**src/rtl/exu_pkg.sv**
```systemverilog
// Shared opcode encodings, FSM state type and op classification for the
// multi-cycle execute unit.
package exu_pkg;

  localparam logic [3:0] OP_ADD  = 4'b0001;
  localparam logic [3:0] OP_SUB  = 4'b0010;
  localparam logic [3:0] OP_XOR  = 4'b0011;
  localparam logic [3:0] OP_OR   = 4'b0100;
  localparam logic [3:0] OP_AND  = 4'b0101;
  localparam logic [3:0] OP_SRL  = 4'b0110;
  localparam logic [3:0] OP_SLL  = 4'b0111;
  localparam logic [3:0] OP_SRA  = 4'b1000;
  localparam logic [3:0] OP_SLT  = 4'b1001;
  localparam logic [3:0] OP_SLTU = 4'b1010;
  localparam logic [3:0] OP_MUL  = 4'b1011;
  localparam logic [3:0] OP_DIVU = 4'b1100;
  localparam logic [3:0] OP_REMU = 4'b1101;

  typedef enum logic [1:0] {
    ST_IDLE = 2'd0,
    ST_BUSY = 2'd1,
    ST_DONE = 2'd2
  } state_e;

  function automatic logic is_iterative(input logic [3:0] op);
    return (op == OP_MUL) || (op == OP_DIVU) || (op == OP_REMU);
  endfunction

endpackage

```
**src/rtl/exu_muldiv.sv**
```systemverilog
// Iterative engine: radix-2 shift-add multiply and restoring unsigned divide,
// one bit per cycle for XLEN cycles; done is raised on the final iteration.
module exu_muldiv
  import exu_pkg::*;
#(
  parameter int XLEN = 32
) (
  input  logic            clk,
  input  logic            rst,
  input  logic            flush,
  input  logic            start,
  input  logic [3:0]      op,
  input  logic [XLEN-1:0] a,
  input  logic [XLEN-1:0] b,
  output logic            done,
  output logic [XLEN-1:0] result
);

  localparam int CW = $clog2(XLEN);

  logic            run_q, run_d;
  logic            is_div_q, is_div_d;
  logic            is_rem_q, is_rem_d;
  logic [CW-1:0]   cnt_q, cnt_d;
  // acc: partial product (mul) or partial remainder (div)
  // opa: shifted multiplicand (mul) or dividend/quotient shifter (div)
  // opb: multiplier bits (mul) or divisor (div)
  logic [XLEN-1:0] acc_q, acc_d;
  logic [XLEN-1:0] opa_q, opa_d;
  logic [XLEN-1:0] opb_q, opb_d;

  logic [XLEN-1:0] step_acc, step_opa, step_opb;
  logic [XLEN:0]   rem_sh, rem_diff;
  logic            last;

  always_comb begin
    rem_sh   = {acc_q, opa_q[XLEN-1]};
    rem_diff = rem_sh - {1'b0, opb_q};
    if (is_div_q) begin
      // A clear borrow bit means the shifted remainder covers the divisor.
      if (!rem_diff[XLEN]) begin
        step_acc = rem_diff[XLEN-1:0];
        step_opa = {opa_q[XLEN-2:0], 1'b1};
      end else begin
        step_acc = rem_sh[XLEN-1:0];
        step_opa = {opa_q[XLEN-2:0], 1'b0};
      end
      step_opb = opb_q;
    end else begin
      step_acc = acc_q + (opb_q[0] ? opa_q : '0);
      step_opa = opa_q << 1;
      step_opb = opb_q >> 1;
    end
  end

  assign last   = run_q && (cnt_q == CW'(XLEN - 1));
  assign done   = last && !flush;
  assign result = (is_div_q && !is_rem_q) ? step_opa : step_acc;

  always_comb begin
    run_d    = run_q;
    is_div_d = is_div_q;
    is_rem_d = is_rem_q;
    cnt_d    = cnt_q;
    acc_d    = acc_q;
    opa_d    = opa_q;
    opb_d    = opb_q;
    if (flush) begin
      run_d = 1'b0;
      cnt_d = '0;
    end else if (start) begin
      run_d    = 1'b1;
      is_div_d = (op == OP_DIVU) || (op == OP_REMU);
      is_rem_d = (op == OP_REMU);
      cnt_d    = '0;
      acc_d    = '0;
      opa_d    = a;
      opb_d    = b;
    end else if (run_q) begin
      acc_d = step_acc;
      opa_d = step_opa;
      opb_d = step_opb;
      cnt_d = cnt_q + CW'(1);
      if (last) run_d = 1'b0;
    end
  end

  always_ff @(posedge clk or negedge rst) begin
    if (!rst) begin
      run_q    <= 1'b0;
      is_div_q <= 1'b0;
      is_rem_q <= 1'b0;
      cnt_q    <= '0;
      acc_q    <= '0;
      opa_q    <= '0;
      opb_q    <= '0;
    end else begin
      run_q    <= run_d;
      is_div_q <= is_div_d;
      is_rem_q <= is_rem_d;
      cnt_q    <= cnt_d;
      acc_q    <= acc_d;
      opa_q    <= opa_d;
      opb_q    <= opb_d;
    end
  end

endmodule

```
**src/rtl/exu_mc.sv**
```systemverilog
// Multi-cycle execute unit: handshake FSM, single-cycle ALU datapath and the
// registered result; mul/divu/remu are delegated to exu_muldiv.
module exu_mc
  import exu_pkg::*;
#(
  parameter  int XLEN = 32,
  localparam int SHW  = $clog2(XLEN)
) (
  input  logic            clk,
  input  logic            rst,
  input  logic            flush,
  input  logic            in_valid,
  output logic            in_ready,
  input  logic [3:0]      alu_op,
  input  logic [XLEN-1:0] rs1_data,
  input  logic [XLEN-1:0] rs2_data,
  output logic            out_valid,
  input  logic            out_ready,
  output logic [XLEN-1:0] alu_out,
  output logic            busy
);

  state_e          state_q, state_d;
  logic [XLEN-1:0] alu_out_q, alu_out_d;

  logic                   accept;
  logic                   div_zero;
  logic                   iter_start;
  logic [SHW-1:0]         shamt;
  logic signed [XLEN-1:0] rs1_s, rs2_s;
  logic [XLEN-1:0]        sc_result;
  logic                   md_done;
  logic [XLEN-1:0]        md_result;

  assign accept     = in_valid && in_ready;
  // Division by zero resolves immediately, so it skips the iterative engine.
  assign div_zero   = ((alu_op == OP_DIVU) || (alu_op == OP_REMU)) && (rs2_data == '0);
  assign iter_start = is_iterative(alu_op) && !div_zero;
  assign shamt      = rs2_data[SHW-1:0];
  assign rs1_s      = rs1_data;
  assign rs2_s      = rs2_data;

  always_comb begin
    sc_result = '0;
    case (alu_op)
      OP_ADD:  sc_result = rs1_data + rs2_data;
      OP_SUB:  sc_result = rs1_data - rs2_data;
      OP_XOR:  sc_result = rs1_data ^ rs2_data;
      OP_OR:   sc_result = rs1_data | rs2_data;
      OP_AND:  sc_result = rs1_data & rs2_data;
      OP_SRL:  sc_result = rs1_data >> shamt;
      OP_SLL:  sc_result = rs1_data << shamt;
      OP_SRA:  sc_result = $unsigned(rs1_s >>> shamt);
      OP_SLT:  sc_result = {{(XLEN-1){1'b0}}, (rs1_s < rs2_s)};
      OP_SLTU: sc_result = {{(XLEN-1){1'b0}}, (rs1_data < rs2_data)};
      OP_DIVU: sc_result = '1;
      OP_REMU: sc_result = rs1_data;
      default: sc_result = '0;
    endcase
  end

  exu_muldiv #(
    .XLEN(XLEN)
  ) u_muldiv (
    .clk   (clk),
    .rst   (rst),
    .flush (flush),
    .start (accept && iter_start),
    .op    (alu_op),
    .a     (rs1_data),
    .b     (rs2_data),
    .done  (md_done),
    .result(md_result)
  );

  always_comb begin
    state_d = state_q;
    if (flush) begin
      state_d = ST_IDLE;
    end else begin
      case (state_q)
        ST_IDLE: if (accept) state_d = iter_start ? ST_BUSY : ST_DONE;
        ST_BUSY: if (md_done) state_d = ST_DONE;
        ST_DONE: begin
          if (accept)         state_d = iter_start ? ST_BUSY : ST_DONE;
          else if (out_ready) state_d = ST_IDLE;
        end
        default: state_d = ST_IDLE;
      endcase
    end
  end

  always_comb begin
    in_ready  = !flush && ((state_q == ST_IDLE) || ((state_q == ST_DONE) && out_ready));
    out_valid = (state_q == ST_DONE);
    busy      = (state_q == ST_BUSY);
  end

  always_comb begin
    alu_out_d = alu_out_q;
    if (accept && !iter_start) alu_out_d = sc_result;
    else if (md_done)          alu_out_d = md_result;
  end

  always_ff @(posedge clk or negedge rst) begin
    if (!rst) begin
      state_q   <= ST_IDLE;
      alu_out_q <= '0;
    end else begin
      state_q   <= state_d;
      alu_out_q <= alu_out_d;
    end
  end

  assign alu_out = alu_out_q;

endmodule

```
**config.mk**
```make
export PLATFORM = sky130hd
export DESIGN_NAME = exu_mc
export DESIGN_NICKNAME = d
export VERILOG_FILES = /design/src/rtl/exu_pkg.sv /design/src/rtl/exu_muldiv.sv /design/src/rtl/exu_mc.sv
export SDC_FILE = /design/constraint.sdc
export NUM_CORES = 1
export LEC_CHECK = 0
export CORE_UTILIZATION = 43
export CTS_BUF_LIST = sky130_fd_sc_hd__clkbuf_8
export DETAILED_ROUTE_END_ITERATION = 7
export MAX_ROUTING_LAYER = met4
export SYNTH_ARGS = -nofsm -noshare
export SYNTH_HDL_FRONTEND = slang
export SYNTH_SLANG_ARGS = --single-unit
```
**constraint.sdc**
```tcl
create_clock -name clk -period 3.1 [get_ports clk]
set_input_delay 0.93 -clock clk [delete_from_list [all_inputs] [get_ports clk]]
set_output_delay 0.93 -clock clk [all_outputs]
set_load 0.02 [all_outputs]
```
# After elaboration in Yosys (flattened, before gate mapping)
# Index checks and enable logic that the tools add are counted.
# W data, S select, Z words.
# op_classes
n_mux	30
n_eq_ne	20
n_lt_le_gt_ge	2
addsub	5
shifts	3
reduce_logical	27
bitwise_logic	4
# op_table
cell	count
$mux W32	13
$pmux W32 S12	1
$add A32 B32 Y32	2
$lt A32 B32 Y1	2
$sub A33 B32 Y33	1
$and A32 B32 Y32	1
$logic_not A32 Y1	1
$or A32 B32 Y32	1
$shl A32 B5 Y32	1
$shr A32 B5 Y32	1
$sshr A32 B5 Y32	1
$sub A32 B32 Y32	1
$xor A32 B32 Y32	1
$eq A4 B4 Y1 const B	6
$eq A4 B3 Y1 const B	4
$mux W5	3
$mux W2	6
$logic_and A1 B1 Y1	10
$eq A4 B2 Y1 const B	2
$mux W1	6
$pmux W2 S3	1
$reduce_and A3 Y1	2
$add A5 B1 Y5 const B	1
$eq A5 B5 Y1 const B	1
other kinds (14)	22
# totals
wordCells	100
input_bits	73
out_inout_bits	35
reg_bits	138

# Logic depth before layout (Yosys ltp)
# depth
word_depth	9
depth_mapped	16
ltp_nobuf	14

# Cells and area by module
# Synthesis repeated with hierarchy kept, for this count alone.
# unflattened
cells_unflattened	2771
hier_area_um2	21573.2
# by_module_without_submodules
mod	seq_area_each_um2	area_per_inst_um2	cells_per_inst	n_inst
exu_mc	850.8	12139.1	1626	1
exu_muldiv	2602.5	9434.0	1145	1

# Least setup slack after synthesis
# Ideal clock, no wire load.
# synth_timing
kind	input to register
start	in rs2_data[1]
end	reg alu_out_q[19] (netlist: alu_out[19])
setup_slack_ns	-1.301
n_path_buf	2
setup_ns	0.130
arrival_ns	4.271
required_time_ns	2.970
stages	14
cell_sequence	buf_2 > buf_2 > clkinv_1 > ha_1 > nor2_1 > o311a_1 > a311o_2 > o41a_1 > a311o_2 > a2111oi_4 > nor3_1 > o2bb2ai_1 > a31o_1 > o211ai_2
# synth_between
elab_chain_len	7
word_cells_on_any_way	14
classes_between	2 x add/sub; 3 x shift; 2 x mux; 7 x reduce/logical
# synth_lines
element	line	text
start: declaration	exu_mc.sv:16	input logic [XLEN-1:0] rs2_data,
branches (longest 7 deep; another with $sub A32 B32 Y32)	n/a	
end signal: assignment	exu_mc.sv:111	alu_out_q <= alu_out_d;
end: declaration	exu_mc.sv:24	logic [XLEN-1:0] alu_out_q, alu_out_d;
# Several ways; the timed one is not identified.
# A chain may end at the register's enable or synchronous reset.

# Worst setup path in the final report
# layout_timing
start	reg u_muldiv.opb_q[0]
end	reg u_muldiv.acc_q[25]
# layout_between
elab_chain_len	5
word_cells_on_any_way	7
classes_between	2 x add/sub; 5 x mux
# layout_lines
element	line	text
start: declaration	exu_muldiv.sv:30	logic [XLEN-1:0] opb_q, opb_d;
start signal: assignment	exu_muldiv.sv:104	opb_q <= opb_d;
$sub A33 B32 Y33 / $mux W32 (equally long branches)	exu_muldiv.sv:38, exu_muldiv.sv:50	
$mux W32 / $add A32 B32 Y32 (equally long branches)	exu_muldiv.sv:41, exu_muldiv.sv:50	
$mux W32 (*)	exu_muldiv.sv:39	if (is_div_q) begin
$mux W32 (*)	exu_muldiv.sv:79	end else if (run_q) begin
$mux W32 (*)	exu_muldiv.sv:71	end else if (start) begin
end signal: assignment	exu_muldiv.sv:94	acc_q <= '0;
end signal: assignment	exu_muldiv.sv:102	acc_q <= acc_d;
end: declaration	exu_muldiv.sv:28	logic [XLEN-1:0] acc_q, acc_d;
# Mark *: on every way between the ends. The rest lies on a longest branch, timed or not. The select of a mux whose other input is x is not followed.

==> metrics <==
DRC=1; Critical Path Start Type=flop; total gr overflow=0; Syn Area/Cell=7.18 um2; CTS buffer count=17; PwrDens=790 nW/um2; met3 global-route usage=0.0867; HPWL after DPL=86000 um; die area=46500 um2; wire length after detailed routing=118000 um; Top FF cell, synth=dfrtp_1; CTS H-tree lvls=4; Routed Antenna Nets=0; commonest cells after routing, fill and taps aside=buf_4, nand2_1, nor2_1, a21oi_1, o21ai_0; Die Wd=216 um; final worst setup slack=-0.683 ns; flops & latches, synth=138; Tot GR Track Use=0.480; Post-synth EDFFs=0; initial DRC count=3980; largest net degree at the start of global routing=51; Mapped Cells=2733; most common cell after layout, fill and taps aside=buf_4; core area=44600 um2; post-DR wirelength/cell=27.4 um; Reg area=3460 um2; maxcap violations=0; DRT Pass-1 Iters=8; Most Crowded Layer GR=met2; FP Rows=77; GR Util met2=0.741; layout cells sized above 1=0.405; worst slew pin tran=1.28 ns; CP arrival=4.17 ns; nets@finish=3950; syn_nets=2980; Worst VDD drop=0.000951 V; max-slew violations=0; CP Capture Type=flop; Worst Clk Skew=0.0204 ns; sequential area share after synthesis=0.176; Period minus WS final=3.78 ns; clock sink count=138; Leakage=14.8 nW; synthesized area=19600 um2; Avg Vias per Cell=6.51; Setup TNS=-36.34 ns; io pins=108; Worst EP required=3.49 ns; Post-CTS Hold Buffers=0; PortBufs=107; status=complete, but fails checks; Synth Warn #=0; # setup viols final=105; Starting Density=0.440; critical path class=reg -> reg; initial antenna violation count=3; vias in the first global route=26824; worst skew pair latency=0.51 ns; Vias=28068; met1 Use GR=0.576; first-pass GRT wire length=164000 um; Multi-input gate area=17100 um2; Final GP Congestion=1.06; Area growth syn-to-layout=61.8%; Synth async-reset ratio=1.00; Final period util=1.22; Cell variety after synth=87; final hold violation count=0; CTS tree=yes; FILL cells=3353; Longest Clk Path Bufs=2; RSZ-0062 raised after global routing=yes; root buffer cell=clkbuf_8; failing checks=DRC, setup timing; Slew headroom=0.143; Final Util=0.712; Fmax=264 MHz; Crit Path Max Fanout=7; Chip Height=216 um; hold crit path type=in -> async; Clock transition at path regs=0.09 ns
stage by stage:
step | power (W) | cells | worst slack (ns) | hold WS, ns | cell area [um2]
after floorplan | 0.0113 | 2733 | -0.652 | 0.474 | 20000
after global placement | 0.0181 | 4176 | -1.31 | 0.468 | 28100
after detailed placement | 0.0185 | 4176 | -1.52 | 0.476 | 28100
after CTS | 0.0219 | 4283 | -0.513 | 0.396 | 30700
after global routing | 0.0259 | 4311 | -0.720 | 0.409 | 31700
final | 0.0251 | 4312 | -0.683 | 0.377 | 31700
area by class of cell:
cell class,instances,area share
Clock inverter,15,0.00556
Timing Repair Buffer,1137,0.299
Antenna cell,4,0.000315
Multi-Input combinational cell,2262,0.538
Sequential cell,138,0.109
Clock buffer,17,0.00737
Inverter,147,0.0179
Tap cell,592,0.0233
routing by layer:
layer | routed length, um | part of all wire
met1 | 43700 | 0.37
met4 | 10200 | 0.087
met3 | 13100 | 0.11
met2 | 51300 | 0.43
met5 | 0 | 0
where the power goes:
group	internal (W)	leakage [nW]	switching, W
Clock	0.000798	0.219	0.000843
Sequential	0.00254	1.68	0.000826
Combinational	0.00945	12.9	0.0106
Total	0.0128	14.8	0.0123
critical path: stages, from the launching register on:
cell and delay [ns]:
dfrtp_2 0.47, buf_12 0.16, buf_8 0.13, buf_4 0.15, and2_1 0.18, ha_4 0.23
buf_6 0.13, o21a_1 0.18, o211ai_1 0.25, nand2_1 0.11, o31a_1 0.18, a211oi_2 0.25
buf_4 0.21, buf_6 0.13, buf_6 0.09, nor2_2 0.03, nor3_2 0.16, xnor2_1 0.18
nor2_1 0.10, o31ai_1 0.34
timing repair:
| item | in CTS | in global routing |
|---|---|---|
| buffers inserted | 67 | 26 |
| gates resized for setup | 434 | 223 |
| setup endpoints to repair | 134 | 130 |
| gates cloned | 9 | 3 |
| pin swaps | 143 | 96 |
final timing paths:
kind	to	cells after the start	slack (ns)	from
worst max-delay path	u_muldiv.acc_q[25]	19	-0.68	u_muldiv.opb_q[0]
max in group asynchronous	u_muldiv.acc_q[30]	2	1.93	rst
worst min-delay path	u_muldiv.opa_q[3]	1	0.38	rst
worst max register to register	u_muldiv.acc_q[25]	19	-0.68	u_muldiv.opb_q[0]
min in group clk	alu_out[5]	2	0.51	alu_out[5]
worst min register to register	alu_out[5]	2	0.51	alu_out[5]
Yosys cell counts (all sizes together) (21+ instances only):
cell type,count,area share
nand2,297,0.057
nor2,285,0.055
a21oi,283,0.072
o21ai,213,0.054
ha,170,0.11
inv,144,0.028
clkbuf,142,0.027
dfrtp,138,0.18
mux2i,116,0.059
nor3,57,0.015
a22oi,49,0.019
o211ai,47,0.018
nand3,45,0.011
a211oi,44,0.017
a21o,44,0.017
buf,44,0.011
xnor2,44,0.020
and2,37,0.012
a31oi,36,0.011
o22ai,26,0.0083
mux2,25,0.014
nor4,25,0.0080
nand2b,24,0.0077
nor2b,23,0.0073
o31ai,23,0.0088
o21bai,22,0.0084
a221oi,21,0.0094
logic make-up (layout without fill, tap and decap cells):
logic type	Yosys count	in the layout	synth area share
other	0	4	0
AND/OR/NAND/NOR	875	875	0.200
AO/OA/AOI/OAI	997	997	0.330
buffers and inverters	333	1316	0.0660
XOR/XNOR	63	63	0.0281
multiplexers	152	152	0.0861
flip-flops	138	138	0.176
adder cells (fa/ha/maj)	175	175	0.113
flip-flops by register name (all words and copies together), names as in the netlist:
name	flops
u_muldiv.is_div_q	1
state_q	2
u_muldiv.acc_q	32
u_muldiv.opb_q	32
u_muldiv.cnt_q	5
u_muldiv.is_rem_q	1
u_muldiv.run_q	1
alu_out	32
u_muldiv.opa_q	32
No activity file was read; power rests on OpenSTA's default activity.
